==> src/rtl/kgp_rics_pkg.sv <==
// Shared KGP-RICS decode constants used by the branch unit and the return-address stack.
package kgp_rics_pkg;

   localparam logic [2:0] BR_JUMP = 3'b001;
   localparam logic [2:0] BR_CALL = 3'b101;

   localparam logic [5:0] FN_RET = 6'b000001;

   localparam int unsigned DEFAULT_AW = 32;

endpackage

==> src/rtl/return_addr_stack_ras_mem.sv <==
// ras_mem: DEPTH x AW register file, one synchronous write port, one combinational read port.
module ras_mem #(
   parameter int unsigned DEPTH = 8,
   parameter int unsigned AW    = 32
) (
   input  logic                     clk,
   input  logic                     we,
   input  logic [$clog2(DEPTH)-1:0] waddr,
   input  logic [AW-1:0]            wdata,
   input  logic [$clog2(DEPTH)-1:0] raddr,
   output logic [AW-1:0]            rdata
);

   logic [AW-1:0] mem [DEPTH];

   always_ff @(posedge clk) begin
      if (we) mem[waddr] <= wdata;
   end

   assign rdata = mem[raddr];

endmodule

==> src/rtl/return_addr_stack.sv <==
// Return-address stack: push link address on calls, pop on returns.
// Macro RAS_WRAP_EN: when defined, a push while full overwrites the oldest entry; otherwise it is dropped.
module return_addr_stack
   import kgp_rics_pkg::*;
#(
   parameter int unsigned DEPTH = 8,
   parameter int unsigned AW    = DEFAULT_AW
) (
   input  logic                     clk,
   input  logic                     rst,
   input  logic                     instr_valid,
   input  logic [2:0]               branch,
   input  logic [5:0]               fn_code,
   input  logic [AW-1:0]            pc_value,
   input  logic                     flush,
   output logic [AW-1:0]            return_addr,
   output logic                     empty,
   output logic                     full,
   output logic [$clog2(DEPTH):0]   count,
   output logic                     overflow,
   output logic                     underflow
);

   localparam int unsigned SPW = $clog2(DEPTH);
   localparam int unsigned CW  = SPW + 1;
   localparam logic [CW-1:0] FULL_CNT = CW'(DEPTH);

   logic [SPW-1:0] sp;
   logic [CW-1:0]  cnt;
   logic           ovf_q;
   logic           unf_q;
   logic           push;
   logic           pop;
   logic           do_write;
   logic [SPW-1:0] rd_idx;
   logic [AW-1:0]  rd_data;

   assign push = instr_valid && (branch == BR_CALL);
   assign pop  = instr_valid && (branch == BR_JUMP) && (fn_code == FN_RET);

   assign full  = (cnt == FULL_CNT);
   assign empty = (cnt == '0);

`ifdef RAS_WRAP_EN
   assign do_write = push && !flush;
`else
   assign do_write = push && !flush && !full;
`endif

   assign rd_idx = sp - 1'b1;

   ras_mem #(
      .DEPTH (DEPTH),
      .AW    (AW)
   ) u_mem (
      .clk   (clk),
      .we    (do_write),
      .waddr (sp),
      .wdata (pc_value + 1'b1),
      .raddr (rd_idx),
      .rdata (rd_data)
   );

   always_ff @(posedge clk or negedge rst) begin
      if (!rst) begin
         sp    <= '0;
         cnt   <= '0;
         ovf_q <= 1'b0;
         unf_q <= 1'b0;
      end else if (flush) begin
         sp    <= '0;
         cnt   <= '0;
         ovf_q <= 1'b0;
         unf_q <= 1'b0;
      end else if (push) begin
         // do_write already folds in the full/wrap policy; count saturates either way
         if (do_write) sp <= sp + 1'b1;
         if (!full) cnt <= cnt + 1'b1;
         else       ovf_q <= 1'b1;
      end else if (pop) begin
         if (!empty) begin
            sp  <= sp - 1'b1;
            cnt <= cnt - 1'b1;
         end else begin
            unf_q <= 1'b1;
         end
      end
   end

   assign return_addr = empty ? '0 : rd_data;
   assign count       = cnt;
   assign overflow    = ovf_q;
   assign underflow   = unf_q;

endmodule

==> config.mk <==
export PLATFORM = sky130hd
export DESIGN_NAME = return_addr_stack
export DESIGN_NICKNAME = d
export VERILOG_FILES = /design/src/rtl/kgp_rics_pkg.sv /design/src/rtl/return_addr_stack_ras_mem.sv /design/src/rtl/return_addr_stack.sv
export SDC_FILE = /design/constraint.sdc
export NUM_CORES = 1
export LEC_CHECK = 0
export ABC_CLOCK_PERIOD_IN_PS = 10800
export CORE_MARGIN = 4
export CORE_UTILIZATION = 50
export DETAILED_ROUTE_END_ITERATION = 12
export GPL_ROUTABILITY_DRIVEN = 0
export HOLD_SLACK_MARGIN = 0.05
export PLACE_DENSITY = 0.78
export SLEW_MARGIN = 20
export SYNTH_ARGS = -nofsm -noshare
export SYNTH_HDL_FRONTEND = slang
export SYNTH_SLANG_ARGS = --single-unit
==> constraint.sdc <==
create_clock -name clk -period 10.8 [get_ports clk]
set_input_delay 2.16 -clock clk [delete_from_list [all_inputs] [get_ports clk]]
set_output_delay 2.16 -clock clk [all_outputs]
set_load 0.1 [all_outputs]
==> results.yml, run 1 <==
run_status:
  status: "completed"
yosys:
  synth_cell_types: 41
  synthesis.nets: 664
  syn_area_per_cell_sq_um: 17.89
  yosysTopAreaCellShare: 0.6997
  yosys_warnings: 0
  synth_area_sq_um: 10990
  yosysSeqAreaShare: 0.7202
  ys_seq_elements: 265
  synth_edf_count: 256
  synth_flop_cell: "edfxtp_1"
  synth_largest_area_cell: "edfxtp_1"
  synth.area.top_cells: "edfxtp_1, mux4_2, nand2_1, dfrtp_1, a21oi_1"
  async_reset_ff_frac: 0.03396
  synth_cells: 614
pwr:
  power_leakage_nw: 4.153
  irDropWorstVdd_mv: 0.1515
  p_per_area_nw_per_um2: 172.1
  intPower_mw: 1.725
  p_sw_frac: 0.2313
  p_comb_frac: 0.098
  p_clk_frac: 0.396
  p_sw_mw: 0.5191
  power_frac_seq: 0.506
layout:
  n_antenna_cell: 0
  area_delta_synth_final_pct: 18.68
  drive_gt1_frac: 0.1788
  fin_util: 0.6125
  design_area_sq_um: 13040
  nets: 759
clock_network:
  clk_latency_ps: 520
  cts_tree: "done"
  cts_buffers: 27
  root_buffer: "clkbuf_16"
  cts_hold_buf: 0
  postCtsSetupBuffers: 0
  path_clk_slew_ps: 60
  clk_path_buf_depth: 3
  cts_resized: 0
  cts_sinks: 265
  htreeDepth: 1
die:
  core-area_sq_um: 21290
  ios: 85
  die_x_um: 156.2
  dieArea_sq_um: 24410
  rows: 53
  initial_core_util: 0.5161
  die_y_um: 156.2
job:
  drv_cap: 0
worst_setup_path:
  critPathKind: "reg -> out"
  cp_cell_sequence: "inv_1 > ha_2 > buf_4 > mux4_2 > nand2_1 > a21oi_1 > clkdlybuf4s50_1"
  cp.required_ps: 8640
  worst-path-max-fanout: 44
  arrival_ps: 4680
  cp.buffers_inverters: 3
  crit_path_max_incr_delay_ps: 1200
  crit_path_top_delay_cell: "clkdlybuf4s50_1"
  r2r_cells: 4
  start_kind: "register"
  cp.depth: 7
  critPathCaptureType: "output port"
  crit_family: "buffers and inverters"
grt:
  grt_max_degree: 48
  grt_pass1_vias: 6219
  grt_pass1_wl_um: 36110
  antenna_found_initial: 0
  track_usage: 0.1928
  grt_overflow_total: 0
sta:
  hold_viol_final: 0
  relSlewSlack: 0.3142
  slew_violations: 0
  rsz0062_at_grt: "false"
  setup_violations: 0
  fin_worst_skew_ps: 16.13
  period_share: 0.6334
  tns_ps: 0
  fmax_mhz: 146.2
  min_period_ps: 6840
  tightest_slew_ps: 1028
routing:
  vias: 5954
  first_iter_violations: 499
  drcViolationCount: 0
  antenna_left: 0
  viasPerCell: 5.942
  wirelength_um: 23280
  wire_per_inst_um: 23.23
  dr.pass1.iters: 5
worst_hold_path:
  hold_path_depth: 2
  min_path_type: "reg -> reg"
placed_design:
  hpwlAfterDp_um: 13560
  numPortBuffers: 84
  place_area_sq_um: 12190
logic make-up (layout without fill, tap and decap cells):
logic type	count (synthesis)	count (layout)	share of synthesized area
multiplexers	67	67	0.1342
AND/OR/NAND/NOR	153	153	0.07209
AO/OA/AOI/OAI	49	49	0.02437
buffers and inverters	40	153	0.01560
adder cells (fa/ha/maj)	5	5	0.005694
flip-flops	265	265	0.7202
XOR/XNOR	35	35	0.02790
synth_stat cells, types with 2 or more instances:
cell	number
edfxtp_1	256
nand2_1	74
mux4_2	64
a21oi_1	39
clkbuf_1	18
xnor2_1	18
xor2_1	17
nor3_1	14
nand3_1	13
nor2_1	13
dfrtp_1	9
inv_1	9
buf_2	8
nand4_1	8
and4_1	6
and3_1	5
ha_1	5
and2_1	3
buf_4	3
o21ai_0	3
and4bb_2	2
buf_1	2
mux2_1	2
nor2b_1	2
nor3b_1	2
nor4_1	2
o21a_1	2
or3_1	2
power by group through the flow:
| stage | Sequential [mW] | Combinational (mW) | Clock [mW] |
|---|---|---|---|
| 2_1_floorplan | 1.16 | 0.148 | 0 |
| 3_3_place_gp | 1.16 | 0.217 | 0 |
| 3_5_place_dp | 1.16 | 0.221 | 0 |
| 4_1_cts | 1.14 | 0.222 | 0.906 |
| 5_1_grt | 1.14 | 0.232 | 0.950 |
| 6_report | 1.14 | 0.220 | 0.888 |
placed cells by master (no fill, tap or decap), types with 3 or more instances in the layout:
cell type        synthesis  layout
bufinv_16                0       3
nand3_1                 13      13
mux4_2                  64      64
a21oi_1                 39      39
nor2_1                  13      11
and4_1                   6       6
clkinv_2                 0       3
inv_1                    9       9
xnor2_1                 18      17
dfrtp_1                  9       8
buf_4                    3      13
o21ai_0                  3       3
nand4_1                  8       8
clkinv_1                 0       7
nand2_1                 74      74
and3_1                   5       5
and2_1                   3       3
clkbuf_1                18       6
clkbuf_16                0      27
nor3_1                  14      10
xor2_1                  17      16
clkdlybuf4s50_1          0      84
edfxtp_1               256     256
ha_1                     5       4
registers in the layout, summed over array words and instances (netlist names):
name       cells
sp             3
u_mem.mem    256
overflow       1
underflow      1
count          4
worst reg2reg max path: cells and delay by family, from the launching register on:
kind | cells | cell delay, ps
buffers and inverters | 2 | 1000
DFF | 1 | 650
and+or+nand+nor | 2 | 1160
final timing paths:
| check | start | to | slack (ps) |
|---|---|---|---|
| min reg2reg | underflow | underflow | 500 |
| max reg2reg | sp[0] | u_mem.mem[6][25] | 7630 |
| max in group asynchronous | rst | sp[0] | 8480 |
| min | underflow | underflow | 500 |
| min in group asynchronous | rst | count[2] | 1950 |
| max | sp[0] | return_addr[23] | 3960 |
area by class of cell:
cell class | instances | area (sq um)
well taps | 275 | 344.1
fillers | 1487 | 8248
clock buffers | 33 | 698.2
repair buffers | 97 | 938.4
multi-input cells | 309 | 2968
inverters | 9 | 33.78
flip-flops and latches | 265 | 7916
clock inverters | 14 | 140.1
layer usage:
layer,track usage,share of wire,vias up
met5,0,0,-
met2,0.3268,0.51,239
met1,0.2685,0.41,3069
met4,0.03760,0.012,0
met3,0.03429,0.074,27
li1,-,-,2619
stage by stage:
stage | hold WS [ps] | instances | total power, mW | setup slack [ps]
2_1_floorplan | 601.3 | 614 | 1.307 | 4758
3_3_place_gp | 480.7 | 955 | 1.374 | 4511
3_5_place_dp | 489.7 | 955 | 1.379 | 4465
4_1_cts | 503.8 | 1002 | 2.264 | 3884
5_1_grt | 517.7 | 1002 | 2.318 | 3681
6_report | 495.4 | 1002 | 2.244 | 3960
(Power assumes the default switching activity.)
==> inputs of run 2 (changes only) <==
Settings changed: ABC_CLOCK_PERIOD_IN_PS 10800 to 6100, PLACE_DENSITY 0.78 to 0.81.
Clock period 10.8 ns to 6.1 ns, I/O delays scaled along.
==> run 2 against run 1 <==
  * Combinational power increased by 77%
  * Non-clock buffer count rose by 8
  * Clock skew is 3.0 ps lower
  * Sequential power rose by 76%
  * Critical path depth did not move
  * Routed wire length is 3.3% higher
  * Via count rose by 1.7%
  * Sequential cell count stayed put
  * Worst hold slack gained 2.6 ps
  * Sequential share of layout area increased by 0.31 points
  * Critical endpoint is now return_addr[12]
  * Largest power group unchanged
  * Highest routed layer unchanged
==> results.yml, run 2 (synthesis results as in run 1) <==
clock_network:
  cts_resized: 0
  postCtsSetupBuffers: 0
  cts_tree: "done"
  cts_hold_buf: 0
  cts_sinks: 265
  htreeDepth: 1
  clk_path_buf_depth: 3
  clk_latency_ps: 510
  root_buffer: "clkbuf_16"
  cts_buffers: 25
  path_clk_slew_ps: 70
sta:
  tightest_slew_ps: 978.6
  setup_violations: 0
  slew_violations: 0
  min_period_ps: 4836
  fin_ws_ps: 1264
  period_share: 0.7928
  rsz0062_at_grt: "false"
  hold_viol_final: 0
  fin_worst_skew_ps: 13.10
  fmax_mhz: 206.8
  relSlewSlack: 0.3456
  tns_ps: 0
run_status:
  status: "completed"
placed_design:
  dp_cells: 963
  pre_cts_ws_ps: 1788
  place_area_sq_um: 12180
  hpwlAfterDp_um: 14560
  numPortBuffers: 84
layout:
  nets: 765
  largest_reg_flops: 256
  design_area_sq_um: 12970
  final_common_cell: "edfxtp_1"
  drive_gt1_frac: 0.2333
  regMostFlops: "u_mem.mem"
  n_antenna_cell: 0
  fin_cells: 1008
  area_delta_synth_final_pct: 18.07
  mostFrequentLayoutCells: "edfxtp_1, nand2_1, mux4_2, clkdlybuf4s50_1, buf_4"
routing:
  wire_per_inst_um: 23.86
  first_iter_violations: 574
  vias: 6056
  antenna_left: 0
  viasPerCell: 6.008
  drcViolationCount: 0
  dr.pass1.iters: 6
  wirelength_um: 24050
grt:
  grt_pass1_vias: 6462
  grt_pass1_wl_um: 37430
  antenna_found_initial: 0
  grt_overflow_total: 0
  track_usage: 0.1990
  grt_max_degree: 50
die:
  core-area_sq_um: 21290
  initial_core_util: 0.5161
  dieArea_sq_um: 24410
  die_y_um: 156.2
  ios: 85
  die_x_um: 156.2
  rows: 53
worst_hold_path:
  min_path_type: "reg -> reg"
worst_setup_path:
  crit_path_max_incr_delay_ps: 800
  worst-path-max-fanout: 27
  crit_top_cell: "buf_4"
  cp.buffers_inverters: 3
  critPathKind: "reg -> out"
  cp.required_ps: 4880
  critPathCaptureType: "output port"
  cp_cell_sequence: "inv_1 > ha_2 > buf_4 > mux4_2 > nand2_1 > a21oi_1 > buf_4"
  arrival_ps: 3620
  crit_path_top_delay_cell: "ha_2"
  crit_family: "buffers and inverters"
  start_kind: "register"
pwr:
  power_leakage_nw: 4.240
  irDropWorstVdd_mv: 0.1854
  p_per_area_nw_per_um2: 301.6
job:
  drv_cap: 0
## run 2: cell count changes in the layout (fill, tap and decap cells not counted), sizes merged
cell           previous run  this run
clkbuf                   33        29
inv                       9        10
clkdlybuf4s50            84        52
clkinv                   11        12
buf                      13        53
## run 2: layer usage
layer,part of all wire,GRT usage,vias to the layer above
met1,0.38,0.2750,3065
met2,0.51,0.3355,310
met5,0,0,-
met3,0.081,0.03153,55
met4,0.023,0.05289,0
li1,-,-,2626
## run 2: worst register-to-register path, stage by stage (launching register included)
cell and delay [ps]:
dfrtp_4 640, buf_4 470, or3_1 610, nor3_2 480, buf_4 500
## run 2: power breakdown
part / leakage [nW] / switching [mW] / internal, mW / total [mW]
clock: 0.393 / 0.636 / 0.877 / 1.51
combinational: 1.42 / 0.275 / 0.114 / 0.389
sequential: 2.42 / 0.00733 / 2.00 / 2.01
total: 4.24 / 0.918 / 2.99 / 3.91
## run 2: layout make-up
type                       instances  area, sq um
fill                            1460         8314
sequential                       265         7916
timing repair buffer             105        930.9
inverter                           9        33.78
tap                              275        344.1
clock inverter                    16        151.4
multi-input combinational        309         2955
clock buffer                      29        640.6
## run 2: through the flow
| step | utilization | power (mW) | hold slack, ps |
|---|---|---|---|
| after floorplan | - | 2.314 | 601.3 |
| after global placement | 0.5722 | 2.430 | 479.6 |
| after detailed placement | 0.5722 | 2.439 | 485.1 |
| after CTS | 0.6094 | 3.926 | 501.5 |
| after global routing | 0.6094 | 4.032 | 541.5 |
| final | 0.6094 | 3.912 | 498.0 |
## run 2: worst paths after layout
kind	start	cells past startpoint	end	slack [ps]
setup / recovery	sp[0]	7	return_addr[12]	1260
hold / removal	overflow	2	overflow	500
setup reg to reg	sp[0]	4	u_mem.mem[2][16]	3030
hold reg to reg	overflow	2	overflow	500
max in group asynchronous	rst	1	sp[0]	4750
min in group asynchronous	rst	1	count[0]	1010
